**config.mk**
```make
export PLATFORM = sky130hd
export DESIGN_NAME = cv32e40x_lsu_wb_resp
export DESIGN_NICKNAME = d
export VERILOG_FILES = /design/src/rtl/cv32e40x_pkg.sv /design/src/rtl/cv32e40x_lsu_rdata_align.sv /design/src/rtl/cv32e40x_lsu_wb_resp.sv
export SDC_FILE = /design/constraint.sdc
export NUM_CORES = 1
export LEC_CHECK = 0
export BUFFER_PORTS_ARGS = -buffer_cell sky130_fd_sc_hd__buf_2
export CAP_MARGIN = 10
export CORE_MARGIN = 5
export CORE_UTILIZATION = 55
export DETAILED_ROUTE_END_ITERATION = 10
export HOLD_SLACK_MARGIN = 0.15
export PLACE_DENSITY = 0.78
export SLEW_MARGIN = 20
export SYNTH_ARGS = -nofsm -noshare
export SYNTH_HDL_FRONTEND = slang
export SYNTH_SLANG_ARGS = --single-unit
```
**constraint.sdc**
```tcl
create_clock -name clk -period 3.4 [get_ports clk]
set_input_delay 0.68 -clock clk [delete_from_list [all_inputs] [get_ports clk]]
set_output_delay 0.68 -clock clk [all_outputs]
set_load 0.03 [all_outputs]
```
**src/rtl/cv32e40x_pkg.sv**
```systemverilog
// Shared LSU types: WB response-tracker states and the load/store size encoding.
package cv32e40x_pkg;

  typedef enum logic [1:0] {
    IDLE  = 2'b00,
    WAIT0 = 2'b01,
    WAIT1 = 2'b10,
    DONE  = 2'b11
  } lsu_wb_resp_state_e;

  localparam logic [1:0] BYTE = 2'b00;
  localparam logic [1:0] HALF = 2'b01;
  localparam logic [1:0] WORD = 2'b10;

  // Number of bus responses still owed by a WB load/store in state st.
  function automatic logic [1:0] lsu_beats_owed(input lsu_wb_resp_state_e st,
                                                input logic               split);
    logic [1:0] owed;
    unique case (st)
      WAIT0:   owed = split ? 2'd2 : 2'd1;
      WAIT1:   owed = 2'd1;
      default: owed = 2'd0;
    endcase
    return owed;
  endfunction

endpackage

```
**src/rtl/cv32e40x_lsu_rdata_align.sv**
```systemverilog
// Combinational load-data aligner: picks the addressed byte/half/word out of one
// or two response beats and zero- or sign-extends it to 32 bits.
module cv32e40x_lsu_rdata_align
  import cv32e40x_pkg::*;
(
  input  logic [31:0] rdata0_i,
  input  logic [31:0] rdata1_i,
  input  logic        split_i,
  input  logic [1:0]  size_i,
  input  logic        sext_i,
  input  logic [1:0]  addr_lsb_i,
  output logic [31:0] rdata_o
);

  logic [63:0] word64;
  logic [31:0] shifted;

  // Concatenate both beats, shift the addressed byte down to bit 0, then extend.
  always_comb begin
    word64  = {(split_i ? rdata1_i : 32'h0000_0000), rdata0_i};
    shifted = 32'(word64 >> {addr_lsb_i, 3'b000});
    unique case (size_i)
      BYTE:    rdata_o = {{24{sext_i & shifted[7]}},  shifted[7:0]};
      HALF:    rdata_o = {{16{sext_i & shifted[15]}}, shifted[15:0]};
      default: rdata_o = shifted;
    endcase
  end

endmodule

```
**src/rtl/cv32e40x_lsu_wb_resp.sv**
```systemverilog
// WB-stage load/store response collector: counts OBI response beats for the
// instruction in WB, merges split loads, aligns data, flags errors, and drops
// responses that still arrive for killed instructions.
module cv32e40x_lsu_wb_resp
  import cv32e40x_pkg::*;
#(
  parameter int unsigned MAX_OUTSTANDING = 2
) (
  input  logic        clk,
  input  logic        rst_n,
  input  logic        data_req_wb_i,
  input  logic        split_i,
  input  logic        we_i,
  input  logic [1:0]  size_i,
  input  logic        sext_i,
  input  logic [1:0]  addr_lsb_i,
  input  logic        kill_wb_i,
  input  logic        halt_wb_i,
  input  logic        resp_valid_i,
  input  logic [31:0] resp_rdata_i,
  input  logic        resp_err_i,
  output logic [31:0] lsu_rdata_o,
  output logic        lsu_ready_wb_o,
  output logic        lsu_err_o,
  output logic        busy_o
);

  localparam int unsigned     DW      = $clog2(MAX_OUTSTANDING + 1);
  localparam logic [DW-1:0]   MAX_CNT = DW'(MAX_OUTSTANDING);

  lsu_wb_resp_state_e state_q;
  lsu_wb_resp_state_e st;
  logic [1:0]         beat_q;
  logic               done_q;
  logic               err_q;
  logic [31:0]        rdata0_q;
  logic [31:0]        rdata1_q;
  logic [DW-1:0]      drop_cnt_q;
  logic [DW-1:0]      drop_cnt_d;

  logic               drop_hit;
  logic               resp_wb;
  logic               final_beat;
  logic               ready;
  logic               retire;
  logic               err_cur;
  logic [1:0]         owed_raw;
  logic [1:0]         owed_kill;
  logic [31:0]        al_rdata0;
  logic [31:0]        al_rdata1;
  logic [31:0]        aligned;

  // An instruction newly arrived in WB owes its first beat in its very first cycle,
  // so IDLE with a request is treated as WAIT0 without waiting for the register.
  always_comb begin
    st = state_q;
    if (state_q == IDLE && data_req_wb_i) begin
      st = WAIT0;
    end
  end

  // Route responses (drops first), detect the final beat, and compute kill bookkeeping.
  always_comb begin
    drop_hit   = resp_valid_i && (drop_cnt_q != '0);
    resp_wb    = resp_valid_i && (drop_cnt_q == '0) && data_req_wb_i;
    final_beat = resp_wb && ((st == WAIT0 && !split_i) || st == WAIT1);
    ready      = !data_req_wb_i || final_beat || done_q;
    retire     = data_req_wb_i && ready && !halt_wb_i && !kill_wb_i;
    owed_raw   = lsu_beats_owed(st, split_i);
    owed_kill  = owed_raw - 2'(resp_wb && (owed_raw != 2'd0));
    drop_cnt_d = drop_cnt_q - DW'(drop_hit) + (kill_wb_i ? DW'(owed_kill) : '0);
  end

  // Live beat replaces the stored one it is about to become.
  always_comb begin
    al_rdata0 = (st == WAIT0) ? resp_rdata_i : rdata0_q;
    al_rdata1 = (st == WAIT1) ? resp_rdata_i : rdata1_q;
    unique case (st)
      WAIT0:   err_cur = resp_err_i;
      WAIT1:   err_cur = err_q | resp_err_i;
      default: err_cur = err_q;
    endcase
  end

  cv32e40x_lsu_rdata_align u_align (
    .rdata0_i   (al_rdata0),
    .rdata1_i   (al_rdata1),
    .split_i    (split_i),
    .size_i     (size_i),
    .sext_i     (sext_i),
    .addr_lsb_i (addr_lsb_i),
    .rdata_o    (aligned)
  );

  // Drive WB-facing outputs; data and error are only meaningful with ready.
  always_comb begin
    lsu_ready_wb_o = ready;
    lsu_err_o      = data_req_wb_i && ready && err_cur;
    lsu_rdata_o    = (data_req_wb_i && ready && !we_i) ? aligned : '0;
    busy_o         = (st == WAIT0) || (st == WAIT1) || (drop_cnt_q != '0);
  end

  // Beat-tracking FSM with data/error capture and the drop counter; kill beats retire.
  always_ff @(posedge clk or negedge rst_n) begin
    if (!rst_n) begin
      state_q    <= IDLE;
      beat_q     <= '0;
      done_q     <= 1'b0;
      err_q      <= 1'b0;
      rdata0_q   <= '0;
      rdata1_q   <= '0;
      drop_cnt_q <= '0;
    end else begin
      drop_cnt_q <= drop_cnt_d;
      if (kill_wb_i || retire) begin
        state_q <= IDLE;
        beat_q  <= '0;
        err_q   <= 1'b0;
        done_q  <= 1'b0;
      end else if (resp_wb) begin
        unique case (st)
          WAIT0: begin
            rdata0_q <= resp_rdata_i;
            err_q    <= resp_err_i;
            beat_q   <= 2'd1;
            if (split_i) begin
              state_q <= WAIT1;
            end else begin
              state_q <= DONE;
              done_q  <= 1'b1;
            end
          end
          WAIT1: begin
            rdata1_q <= resp_rdata_i;
            err_q    <= err_q | resp_err_i;
            beat_q   <= 2'd2;
            state_q  <= DONE;
            done_q   <= 1'b1;
          end
          default: ;
        endcase
      end else if (st == WAIT0) begin
        state_q <= WAIT0;
      end
    end
  end

  a_no_orphan_resp: assert property (@(posedge clk) disable iff (!rst_n)
    resp_valid_i |-> (st != IDLE || drop_cnt_q != '0));

  a_drop_bound: assert property (@(posedge clk) disable iff (!rst_n)
    drop_cnt_q <= MAX_CNT);

  a_done_flag: assert property (@(posedge clk) disable iff (!rst_n)
    done_q == (state_q == DONE));

  a_beat_wait1: assert property (@(posedge clk) disable iff (!rst_n)
    (state_q == WAIT1) |-> (beat_q == 2'd1));

endmodule
```
==> reports/metrics.csv <==
metric,value,unit
standard cell with the maximum stage delay on the critical path,sky130_fd_sc_hd__and4bb_2,
vertical extent of the die,96.6,µm
total power after layout,2.94,mW
"Net Count, Synth",438,
met3 Resource Use GR,4.49,%
worst path setup slack after routing,167,ps
Critical Setup Path Class,in2out,
sequential fraction of the synthesis area,37.6,%
number of hold buffers added after cts,0,
Total GRT Usage,27.1,%
buffers plus inverters on the worst setup path,3,
total gr overflow,0,
Final min period,3230,ps
Pwr per Cell Area,598,nW/µm²
met1 usage,34.8,%
first-pass iteration count of the detailed router,5,
combinational cell fraction of total power,32.3,%
drt initial violations,405,
TritonCTS buffer count,9,
Synth top area share,37.6,%
Worst R2R Setup Slack,610,ps
cell row count,31,
"Cell Area, Placed",4640,µm²
Worst Setup Slack post-DPL,216,ps
post-synthesis instance total,389,
HPWL after detailed placement,7930,µm
Worst R2R Path Depth,11,
Layout Area Growth over Synthesis,19.1,%
WP data arrival,2550,ps
average instance area after synthesis,10.6,µm²
hold_ws,440,ps
Sum Neg Setup Slack,0,ps
Setup Skew,7.63,ps
cells resized by post-CTS repair,0,
static leakage,2.48,nW
Clock Tree Buf Depth,2,
final cell area excluding filler cells,4910,µm²
drt drc,0,
final non-filler cell total,571,
# clock sinks,62,
"most used cell, CP",sky130_fd_sc_hd__buf_2,
cell type group with the largest total delay on the critical path,simple AND/OR/NAND/NOR gates,
overall routed net length,11800,µm
clock network latency to the later pin of the worst-skew pair,350,ps
number of max-slew violations in the final report,0,
Finished Core Util,67.4,%
count of nets left with antenna violations after detail routing,0,
area of the core,7290,µm²
critical path startpoint category,primary input,
met2 Resource Use GR,43.0,%
largest area contributor in the netlist,sky130_fd_sc_hd__dfrtp_1,
status,"complete, no violations",
final hold violation count,0,
chain of cells forming the critical path,"buf_2, and4bb_2, a21oi_1, nand2b_1, or2_1, buf_4, nor3_1, buf_2",
top post-synthesis cells by area,"sky130_fd_sc_hd__dfrtp_1, sky130_fd_sc_hd__mux2_2, sky130_fd_sc_hd__mux2i_1, sky130_fd_sc_hd__mux4_2, sky130_fd_sc_hd__o22ai_1",
startpoint of the worst register-to-register path,state_q[0]$_DFFE_PN0P_,
via count of the first global-routing pass,3689,
Vias,3725,
"Async S/R FF share, synth",100,%
endpoint type of the worst setup path,output pin,
peak-usage layer in the global routing report,met2,
peak supply drop,0.293,mV
fillers,589,
longest individual stage delay on the worst path,330,ps
number of flip-flops and latches in the synthesized netlist,62,
cell count after placement,554,
fraction of the cycle the final worst path needs,95.1,%
type of the tightest min-delay check,in2async,
buffers inserted during post-CTS setup optimization,0,
clock power share,30.4,%
area of the die,9330,µm²
Die X-Extent,96.6,µm
number of enable flip-flop cells after synthesis,0,
drt via density,6.52,
pin count of the biggest net entering global routing,37,
CTS tree,done,
Clock H-tree levels,3,
switching power of the nets,0.924,mW
starting density of the core,56.6,%
total of max-cap violations,0,
transition time of the tightest slew-check pin,851,ps
ports placed on the boundary,81,
Flop pwr share,37.3,%
switching share of power,31.4,%
total setup violations reported at the end of the flow,0,
ratio of cells with drive above 1 in the final layout,39.3,%
routed length per instance,20.7,µm
Worst Path Max Fanout,32,
Clock Pin Slew Worst Setup and Hold Paths,80,ps
nets@finish,515,
worst relative slew slack,43.2,%
number of distinct library cells after synthesis,36,
post-synthesis instance area,4120,µm²
internal cell power,2.01,mW
first-pass GRT wire length,18800,µm
routability congestion estimate from global placement,0.882,
Worst R2R End,drop_cnt_q[1]$_DFF_PN0_,
IO buf count,80,
Root Buffer Master,sky130_fd_sc_hd__clkbuf_8,
prevailing post-synth register cell,sky130_fd_sc_hd__dfrtp_1,
WP data required,2720,ps
f_max,309,MHz
Synth Warn #,0,
number of antenna violations at the first check in global routing,1,
cells in the final DEF (no fill, tap or decap), types with 4 or more instances in the layout:
| cell | count |
|---|---|
| sky130_fd_sc_hd__mux4_2 | 12 |
| sky130_fd_sc_hd__o22ai_1 | 40 |
| sky130_fd_sc_hd__mux2i_1 | 54 |
| sky130_fd_sc_hd__a21oi_1 | 5 |
| sky130_fd_sc_hd__a31oi_1 | 8 |
| sky130_fd_sc_hd__dfrtp_1 | 62 |
| sky130_fd_sc_hd__nand2b_1 | 7 |
| sky130_fd_sc_hd__bufinv_16 | 4 |
| sky130_fd_sc_hd__nand3_1 | 4 |
| sky130_fd_sc_hd__nor3_1 | 16 |
| sky130_fd_sc_hd__clkbuf_8 | 10 |
| sky130_fd_sc_hd__nand2_1 | 42 |
| sky130_fd_sc_hd__xnor2_1 | 4 |
| sky130_fd_sc_hd__o211ai_1 | 6 |
| sky130_fd_sc_hd__mux2_2 | 56 |
| sky130_fd_sc_hd__buf_4 | 16 |
| sky130_fd_sc_hd__buf_2 | 80 |
| sky130_fd_sc_hd__nor2_1 | 20 |
routing by layer:
metal	part of all wire (%)	wire length (µm)	up-vias
met2	49	5760	215
met5	0	0	-
met1	40	4770	1848
li1	-	-	1619
met3	7.5	890	43
met4	3.6	425	0
power groups by stage:
stage / clock network [mW] / logic, mW / registers (mW)
finish: 0.894 / 0.949 / 1.10
global route: 0.932 / 1.04 / 1.12
CTS: 0.898 / 0.944 / 1.09
detailed placement: 0 / 0.934 / 1.10
global placement: 0 / 0.904 / 1.08
floorplan: 0 / 0.728 / 1.06
cell usage after synthesis (all sizes together), types with 2 or more instances:
cell and instances:
nand3b 2, nand2b 7, clkbuf 18, dfrtp 62
a31oi 8, inv 2, nand2 42, o21ai 2
nand3 4, nor2b 2, mux2i 54, ha 3
nor3 16, o22ai 40, xnor2 4, mux2 56
a22oi 2, a21oi 5, nor2 20, buf 12
o211ai 6, mux4 12
area by class of cell:
cell class	instances	area [µm²]	area share (%)
inverters	2	7.51	0.153
flip-flops and latches	62	1550	31.6
well taps	99	124	2.52
repair buffers	96	520	10.6
clock inverters	6	133	2.70
diodes	1	2.50	0.0509
clock buffers	10	138	2.80
multi-input cells	295	2440	49.6
state kept, by name, indices dropped and copies added, names as in the netlist:
signal / flops
rdata0_q: 32
rdata1_q: 24
drop_cnt_q: 2
state_q: 2
done_q: 1
err_q: 1
cell families after synthesis:
family,synth area share [%]
buffers and inverters,3.58
adder cells (fa/ha/maj),0.910
AO/OA/AOI/OAI,11.5
flip-flops,37.6
multiplexers,35.0
AND/OR/NAND/NOR,10.6
XOR/XNOR,0.849
how the worst max path moves through the flow:
| stage | from | depth (start not counted) | slack [ps] | endpoint |
|---|---|---|---|---|
| after global placement | data_req_wb_i | 8 | 280 | lsu_rdata_o[24] |
| after detailed placement | data_req_wb_i | 8 | 220 | lsu_rdata_o[24] |
| final | data_req_wb_i | 8 | 170 | lsu_rdata_o[17] |
| after CTS | data_req_wb_i | 8 | 210 | lsu_rdata_o[24] |
| after floorplan | addr_lsb_i[0] | 6 | 130 | lsu_rdata_o[20] |
| after global routing | state_q[0]$_DFFE_PN0P_ | 7 | -20 | lsu_rdata_o[24] |
worst reg2reg max path, stage by stage (launching register included):
cell,delay [ps]
sky130_fd_sc_hd__dfrtp_1,480
sky130_fd_sc_hd__nand2b_1,180
sky130_fd_sc_hd__buf_4,430
sky130_fd_sc_hd__o21a_1,210
sky130_fd_sc_hd__ha_1,230
sky130_fd_sc_hd__nand2b_1,160
sky130_fd_sc_hd__ha_1,280
sky130_fd_sc_hd__inv_1,40
sky130_fd_sc_hd__ha_1,180
sky130_fd_sc_hd__xnor2_1,200
sky130_fd_sc_hd__xnor2_1,170
sky130_fd_sc_hd__xnor2_1,140
Power figures use the tool's default switching activity.
